**config.mk**
```make
export PLATFORM = sky130hd
export DESIGN_NAME = fpu_wb_sequencer
export DESIGN_NICKNAME = d
export VERILOG_FILES = /design/src/rtl/fpu_pkg.sv /design/src/rtl/fpu_wb_sequencer_op_lat.sv /design/src/rtl/fpu_wb_sequencer.sv
export SDC_FILE = /design/constraint.sdc
export NUM_CORES = 1
export LEC_CHECK = 0
export BUFFER_PORTS_ARGS = -buffer_cell sky130_fd_sc_hd__buf_2
export CAP_MARGIN = 20
export CORE_ASPECT_RATIO = 1.75
export CORE_MARGIN = 2
export CORE_UTILIZATION = 40
export DETAILED_ROUTE_END_ITERATION = 8
export PLACE_DENSITY = 0.59
export SYNTH_ARGS = -nofsm -noshare
export SYNTH_HDL_FRONTEND = slang
export SYNTH_SLANG_ARGS = --single-unit
```
**constraint.sdc**
```tcl
create_clock -name clk -period 1.9 [get_ports clk]
set_clock_uncertainty 0.15 [all_clocks]
set_input_delay 0 -clock clk [delete_from_list [all_inputs] [get_ports clk]]
set_output_delay 0 -clock clk [all_outputs]
set_load 0.02 [all_outputs]
```
**src/rtl/fpu_pkg.sv**
```systemverilog
// Shared FPU definitions: op/result-select codes, sequencer state type and defaults.
// Also used by the result mux and decoder.
package fpu_pkg;

  localparam int unsigned RA_W_DEF = 5;

  localparam logic [3:0] OP_NONE   = 4'b0000;
  localparam logic [3:0] OP_ADDS   = 4'b0001;
  localparam logic [3:0] OP_ADDPS  = 4'b0010;
  localparam logic [3:0] OP_SUBS   = 4'b0011;
  localparam logic [3:0] OP_SUBPS  = 4'b0100;
  localparam logic [3:0] OP_MULS   = 4'b0101;
  localparam logic [3:0] OP_MULPS  = 4'b0110;
  localparam logic [3:0] OP_DIVS   = 4'b0111;
  localparam logic [3:0] OP_CVTS   = 4'b1000;
  localparam logic [3:0] OP_CVTW   = 4'b1001;
  localparam logic [3:0] OP_CVTSPL = 4'b1010;
  localparam logic [3:0] OP_CVTSPU = 4'b1011;
  localparam logic [3:0] OP_MTC1   = 4'b1111;

  typedef enum logic [1:0] {
    IDLE = 2'd0,
    EXEC = 2'd1,
    WB   = 2'd2
  } state_t;

  function automatic int unsigned max2(input int unsigned a, input int unsigned b);
    return (a > b) ? a : b;
  endfunction

endpackage

```
**src/rtl/fpu_wb_sequencer_op_lat.sv**
```systemverilog
// Combinational op decode: legality and result latency of the selected unit.
module fpu_op_lat
  import fpu_pkg::*;
#(
  parameter int unsigned LAT_ADD = 1,
  parameter int unsigned LAT_MUL = 2,
  parameter int unsigned LAT_DIV = 8,
  parameter int unsigned LAT_CVT = 1,
  parameter int unsigned CNT_W   = 4
) (
  input  logic [3:0]       i_op,
  output logic             o_legal,
  output logic [CNT_W-1:0] o_lat
);

  always_comb begin
    o_legal = 1'b1;
    o_lat   = '0;
    case (i_op)
      OP_ADDS, OP_ADDPS, OP_SUBS, OP_SUBPS:
        o_lat = CNT_W'(LAT_ADD);
      OP_MULS, OP_MULPS:
        o_lat = CNT_W'(LAT_MUL);
      OP_DIVS:
        o_lat = CNT_W'(LAT_DIV);
      OP_CVTS, OP_CVTW, OP_CVTSPL, OP_CVTSPU, OP_MTC1:
        o_lat = CNT_W'(LAT_CVT);
      default:
        o_legal = 1'b0;
    endcase
  end

endmodule

```
**src/rtl/fpu_wb_sequencer.sv**
```systemverilog
// FPU issue/write-back sequencer: holds the result-mux select for the unit latency,
// pulses the unit start and raises the regfile write enable when zout holds the result.
module fpu_wb_sequencer
  import fpu_pkg::*;
#(
  parameter int unsigned LAT_ADD = 1,
  parameter int unsigned LAT_MUL = 2,
  parameter int unsigned LAT_DIV = 8,
  parameter int unsigned LAT_CVT = 1,
  parameter int unsigned RA_W    = RA_W_DEF
) (
  input  logic            clk,
  input  logic            rst,
  input  logic            in_valid,
  output logic            in_ready,
  input  logic [3:0]      in_op,
  input  logic [RA_W-1:0] in_fd,
  output logic            unit_start,
  output logic [3:0]      sel,
  output logic            wb_en,
  output logic [RA_W-1:0] wb_addr,
  output logic            busy,
  output logic            err_op
);

  localparam int unsigned MAX_LAT = max2(max2(LAT_ADD, LAT_MUL), max2(LAT_DIV, LAT_CVT));
  localparam int unsigned CNT_W   = $clog2(MAX_LAT) + 1;

  state_t            r_state;
  state_t            w_state_nxt;
  logic [CNT_W-1:0]  r_cnt;
  logic [CNT_W-1:0]  w_cnt_nxt;
  logic [3:0]        r_op_q;
  logic [3:0]        w_op_nxt;
  logic [RA_W-1:0]   r_fd_q;
  logic [RA_W-1:0]   w_fd_nxt;

  logic              r_unit_start;
  logic [3:0]        r_sel;
  logic              r_wb_en;
  logic [RA_W-1:0]   r_wb_addr;
  logic              r_busy;
  logic              r_err_op;

  logic              w_start_nxt;
  logic [3:0]        w_sel_nxt;
  logic              w_wb_en_nxt;
  logic [RA_W-1:0]   w_wb_addr_nxt;
  logic              w_busy_nxt;
  logic              w_err_nxt;

  logic              w_legal;
  logic [CNT_W-1:0]  w_lat;

  fpu_op_lat #(
    .LAT_ADD (LAT_ADD),
    .LAT_MUL (LAT_MUL),
    .LAT_DIV (LAT_DIV),
    .LAT_CVT (LAT_CVT),
    .CNT_W   (CNT_W)
  ) u_op_lat (
    .i_op    (in_op),
    .o_legal (w_legal),
    .o_lat   (w_lat)
  );

  // Outputs are computed one state ahead so every one of them leaves a flop.
  always_comb begin
    w_state_nxt   = r_state;
    w_cnt_nxt     = r_cnt;
    w_op_nxt      = r_op_q;
    w_fd_nxt      = r_fd_q;
    w_start_nxt   = 1'b0;
    w_sel_nxt     = '0;
    w_wb_en_nxt   = 1'b0;
    w_wb_addr_nxt = '0;
    w_busy_nxt    = 1'b0;
    w_err_nxt     = 1'b0;
    case (r_state)
      IDLE: begin
        if (in_valid) begin
          if (w_legal) begin
            w_state_nxt = EXEC;
            w_op_nxt    = in_op;
            w_fd_nxt    = in_fd;
            w_cnt_nxt   = w_lat - CNT_W'(1);
            w_start_nxt = 1'b1;
            w_sel_nxt   = in_op;
            w_busy_nxt  = 1'b1;
          end else begin
            w_err_nxt = 1'b1;
          end
        end
      end
      EXEC: begin
        w_sel_nxt  = r_op_q;
        w_busy_nxt = 1'b1;
        if (r_cnt == '0) begin
          w_state_nxt   = WB;
          w_wb_en_nxt   = 1'b1;
          w_wb_addr_nxt = r_fd_q;
        end else begin
          w_cnt_nxt = r_cnt - CNT_W'(1);
        end
      end
      WB: begin
        w_state_nxt = IDLE;
      end
      default: begin
        w_state_nxt = IDLE;
      end
    endcase
  end

  always_ff @(posedge clk) begin
    if (rst) begin
      r_state      <= IDLE;
      r_cnt        <= '0;
      r_op_q       <= '0;
      r_fd_q       <= '0;
      r_unit_start <= 1'b0;
      r_sel        <= '0;
      r_wb_en      <= 1'b0;
      r_wb_addr    <= '0;
      r_busy       <= 1'b0;
      r_err_op     <= 1'b0;
    end else begin
      r_state      <= w_state_nxt;
      r_cnt        <= w_cnt_nxt;
      r_op_q       <= w_op_nxt;
      r_fd_q       <= w_fd_nxt;
      r_unit_start <= w_start_nxt;
      r_sel        <= w_sel_nxt;
      r_wb_en      <= w_wb_en_nxt;
      r_wb_addr    <= w_wb_addr_nxt;
      r_busy       <= w_busy_nxt;
      r_err_op     <= w_err_nxt;
    end
  end

  assign in_ready   = (r_state == IDLE) && !rst;
  assign unit_start = r_unit_start;
  assign sel        = r_sel;
  assign wb_en      = r_wb_en;
  assign wb_addr    = r_wb_addr;
  assign busy       = r_busy;
  assign err_op     = r_err_op;

endmodule

```
==> metrics.md <==
| Metric | Value |
|---|---|
| Largest cells by area after synthesis | sky130_fd_sc_hd__dfxtp_1, sky130_fd_sc_hd__mux2i_1, sky130_fd_sc_hd__nor2_1 |
| I/O pin count | 26 |
| Launch instance of the worst min-delay path | in_op[1] |
| Total number of yosys warnings | 0 |
| Clock root buffer master | sky130_fd_sc_hd__clkbuf_8 |
| Power Dens Cells | 964 nW/um^2 |
| Synthesized netlist net count | roughly 120 |
| Number of antenna repair diodes | 0 |
| R2R Path End | r_cnt[2]$_SDFFE_PP0P_ |
| Clock tree from TritonCTS | done |
| Area fraction in compound gates after synthesis | between 9 and 10% |
| Failing checks | negative hold slack |
| Post-Route Hold Slack | -0.00243 ns |
| Setup-violating endpoint count in the final report | 0 |
| Max cap viols | 0 |
| Core box area | around 2500 sq um |
| Global-route wire length before repair | around 4000 um |
| Most common cell after layout, fill and taps aside | sky130_fd_sc_hd__dfxtp_1 |
| Data required time of the worst path | a little under 2 ns |
| Post-synthesis share of cell area spent on and, or, nand and nor gates | approximately a fifth |
| Tightest Pin Transition | ~0.47 ns |
| Count of distinct cell types in the synthesized netlist | 29 |
| Critical path class | reg -> reg |
| Setup_tns | 0 ns |
| Top library cells by usage in the layout, fill and taps aside | sky130_fd_sc_hd__dfxtp_1, sky130_fd_sc_hd__buf_2, sky130_fd_sc_hd__nor2_1 |
| DP Wirelength | between 1500 and 2000 um |
| Post-synthesis adder-cell area fraction | 1.16% |
| CP startpoint kind | flip-flop |
| Max-slew headroom | 68.6% |
| Achievable clock frequency | roughly 590 MHz |
| WL met2 | between 1000 and 1500 um |
| Minimum clock period after layout | roughly 1.7 ns |
| Worst-path clk slew | approximately 0.10 ns |
| Total length of routed met3 wires | 99 um |
| Post-Synthesis Cells | roughly 110 |
| Last weighted congestion value of the routability-driven placer | between 0.8 and 0.9 |
| Hold WC Path Type | in -> reg |
| Outcome | finished, violations left |
| Antenna violations before repair | 0 |
| Synth area leader | sky130_fd_sc_hd__dfxtp_1 |
| Via density | roughly 5 |
| Drt drc | 0 |
| Xor-xnor portion of the synthesized cell area | less than 1% |
| Top metal layer carrying routed signals | met4 |
| Layout Cell Area excl Fill | 1470 sq um |
| Routed wirelength normalized by instance count | approximately 13 um |
| Summed instance area of the synthesized netlist | 1080 sq um |
| Arrival time at the worst endpoint | 1.73 ns |
| Effective utilization at floorplan | roughly 43% |
| Dominant combinational cell family by area after synthesis | simple AND/OR/NAND/NOR gates |
| Count of state elements after synthesis | 28 |
| Multiplexer share of the synthesized area | 11.1% |
| Proportion of register bits with asynchronous set or reset after synthesis | 0% |
| Clock sink count | 28 |
| Drt first pass iters | 4 |
| Buffer depth of the longest clock path | 2 |
| Pins over their slew limit | 0 |
| Number of enable-type register cells in the synthesized netlist | 0 |
| DRC violation total after the first TritonRoute iteration | 27 |
| Worst reg-to-reg path cell count | 6 |
| Unrepaired setup endpoints after global routing | false |
| # H-tree levels | 1 |
| Worst hold path stage count | 4 |
| Number of vias after detailed routing | slightly above 900 |
| Clock latency on the worst-skew pair | ~0.28 ns |
| Endpoint, Worst Hold | r_op_q[1]$_SDFFE_PP0P_ |
| Final core utilization | about 58% |
| Synthesis-to-finish area growth | 36.4% |
| Reg2reg start | r_state[1]$_SDFFE_PP0P_ |
| Number of buffers added by the clock tree synthesis step | 3 |
| Proportion of synthesized chip area in sequential cells | 52.0% |
| FF-to-FF setup slack | ~0.19 ns |
| Fin crit share | about nine tenths |
| # nets final | between 150 and 200 |
| Height of the die | slightly above 70 um |
| Avg Synthesized Cell Area | ~10 sq um |
| Type of destination of the critical path | flip-flop |
| Sum of routed wire length over all layers | between 2000 and 2500 um |
| Sequential cell area | 561 sq um |
| Horizontal die dimension | 43.2 um |
| Total of buffers placed on input and output ports | 25 |
| Largest net degree at the start of global routing | 19 |
| Number of rows in the core area | 24 |
| Final hold violation count | 1 |
| Peak supply drop | roughly 0.00059 V |
| Most frequently used flop master after synthesis | sky130_fd_sc_hd__dfxtp_1 |
| Number of global-route vias before repair | 902 |
| Final-layout fill cell count | approximately 240 |
| Multi-input gate area in the final layout | between 400 and 500 sq um |
| Number of nets with antenna violations after routing | 0 |
| Met1 wire length | 855 um |
| Cell area after placement | between 1000 and 1500 sq um |
| Overall fraction of global-route tracks in use | 16.8% |
| Leak pwr | about 0.66 nW |
| Share of Yosys cell area claimed by the top area cell type | 52.0% |
| Total die area | 3140 sq um |
| Share of cells above drive strength 1 | between 30% and 40% |
| Grt total ovfl | 0 |
| Critical path peak fanout | 4 |
==> cells in the mapped netlist, drive strengths merged, types with 2 or more instances <==
cell type / instances
dfxtp: 28
nor2: 14
mux2i: 12
a21oi: 7
and2: 6
nand2: 6
clkbuf: 4
inv: 4
nand3b: 3
nor3: 3
nor4: 2
nor4b: 2
or2: 2
==> critical path, cell delays in order, from the launching register on <==
cell and delay (ns):
sky130_fd_sc_hd__dfxtp_1 0.42, sky130_fd_sc_hd__nor2b_2 0.10, sky130_fd_sc_hd__nor4b_2 0.26, sky130_fd_sc_hd__a21oi_1 0.08
sky130_fd_sc_hd__ha_1 0.23, sky130_fd_sc_hd__mux2i_1 0.12, sky130_fd_sc_hd__a31o_2 0.25
==> registers in the layout, summed over array words and instances, names as in the netlist <==
name	cells
r_state	2
r_fd_q	5
r_cnt	4
r_op_q	4
sel	4
busy	1
err_op	1
unit_start	1
wb_en	1
wb_addr	5
==> where the power goes <==
part	internal, mW	switching [mW]	total, mW
combinational	0.140	0.151	0.292
sequential	0.632	0.0218	0.654
clock	0.282	0.188	0.470
==> final cells by class <==
class | count | share of cell area (%)
inverter | 4 | 1.02
timing repair buffer | 46 | 20.8
clock buffer | 3 | 2.81
clock inverter | 1 | 2.04
multi-input combinational | 71 | 33.0
sequential | 28 | 38.2
tap | 26 | 2.21
==> timing repair <==
| item | 4_1_cts | 5_1_grt |
|---|---|---|
| hold endpoints to repair | 16 | 0 |
| buffers inserted | 0 | 0 |
| setup endpoints to repair | 0 | 2 |
| resized for setup | 0 | 2 |
| hold buffers | 9 | 0 |
==> routing by layer <==
layer | vias up | global-route usage [%]
li1 | 460 | -
met1 | 414 | 17.5
met2 | 28 | 30.2
met3 | 10 | 2.72
met4 | 0 | 10.1
met5 | - | 0
==> kinds of logic (layout without fill, tap and decap cells) <==
family,count (synthesis),after routing
AOI/OAI and AO/OA,15,15
muxes,12,12
and+or+nand+nor,42,42
adders and majority gates,1,1
xor gates and xnor gates,1,1
DFF,28,28
buffers and inverters,9,54
==> worst max path at each step <==
stage,from,endpoint,slack (ns),cells past startpoint
global placement,in_op[3],r_cnt[2]$_SDFFE_PP0P_,0.07,7
global route,r_state[1]$_SDFFE_PP0P_,r_cnt[2]$_SDFFE_PP0P_,0.07,6
floorplan,r_state[0]$_SDFFE_PP0P_,r_cnt[2]$_SDFFE_PP0P_,0.13,5
CTS,r_state[1]$_SDFFE_PP0P_,r_cnt[2]$_SDFFE_PP0P_,0.12,6
detailed placement,in_op[3],r_cnt[2]$_SDFFE_PP0P_,0.01,7
finish,r_state[1]$_SDFFE_PP0P_,r_cnt[2]$_SDFFE_PP0P_,0.19,6
==> metrics by stage <==
step / power, mW / hold slack, ns / cells / setup slack, ns
floorplan: 0.843 / -0.00316 / 108 / 0.132
global placement: 0.936 / 0.0885 / 166 / 0.0661
detailed placement: 0.943 / 0.0917 / 166 / 0.0142
CTS: 1.43 / 0.00248 / 179 / 0.122
global route: 1.48 / 0.0192 / 179 / 0.0714
finish: 1.42 / -0.00243 / 179 / 0.192
Power figures use the tool's default switching activity.
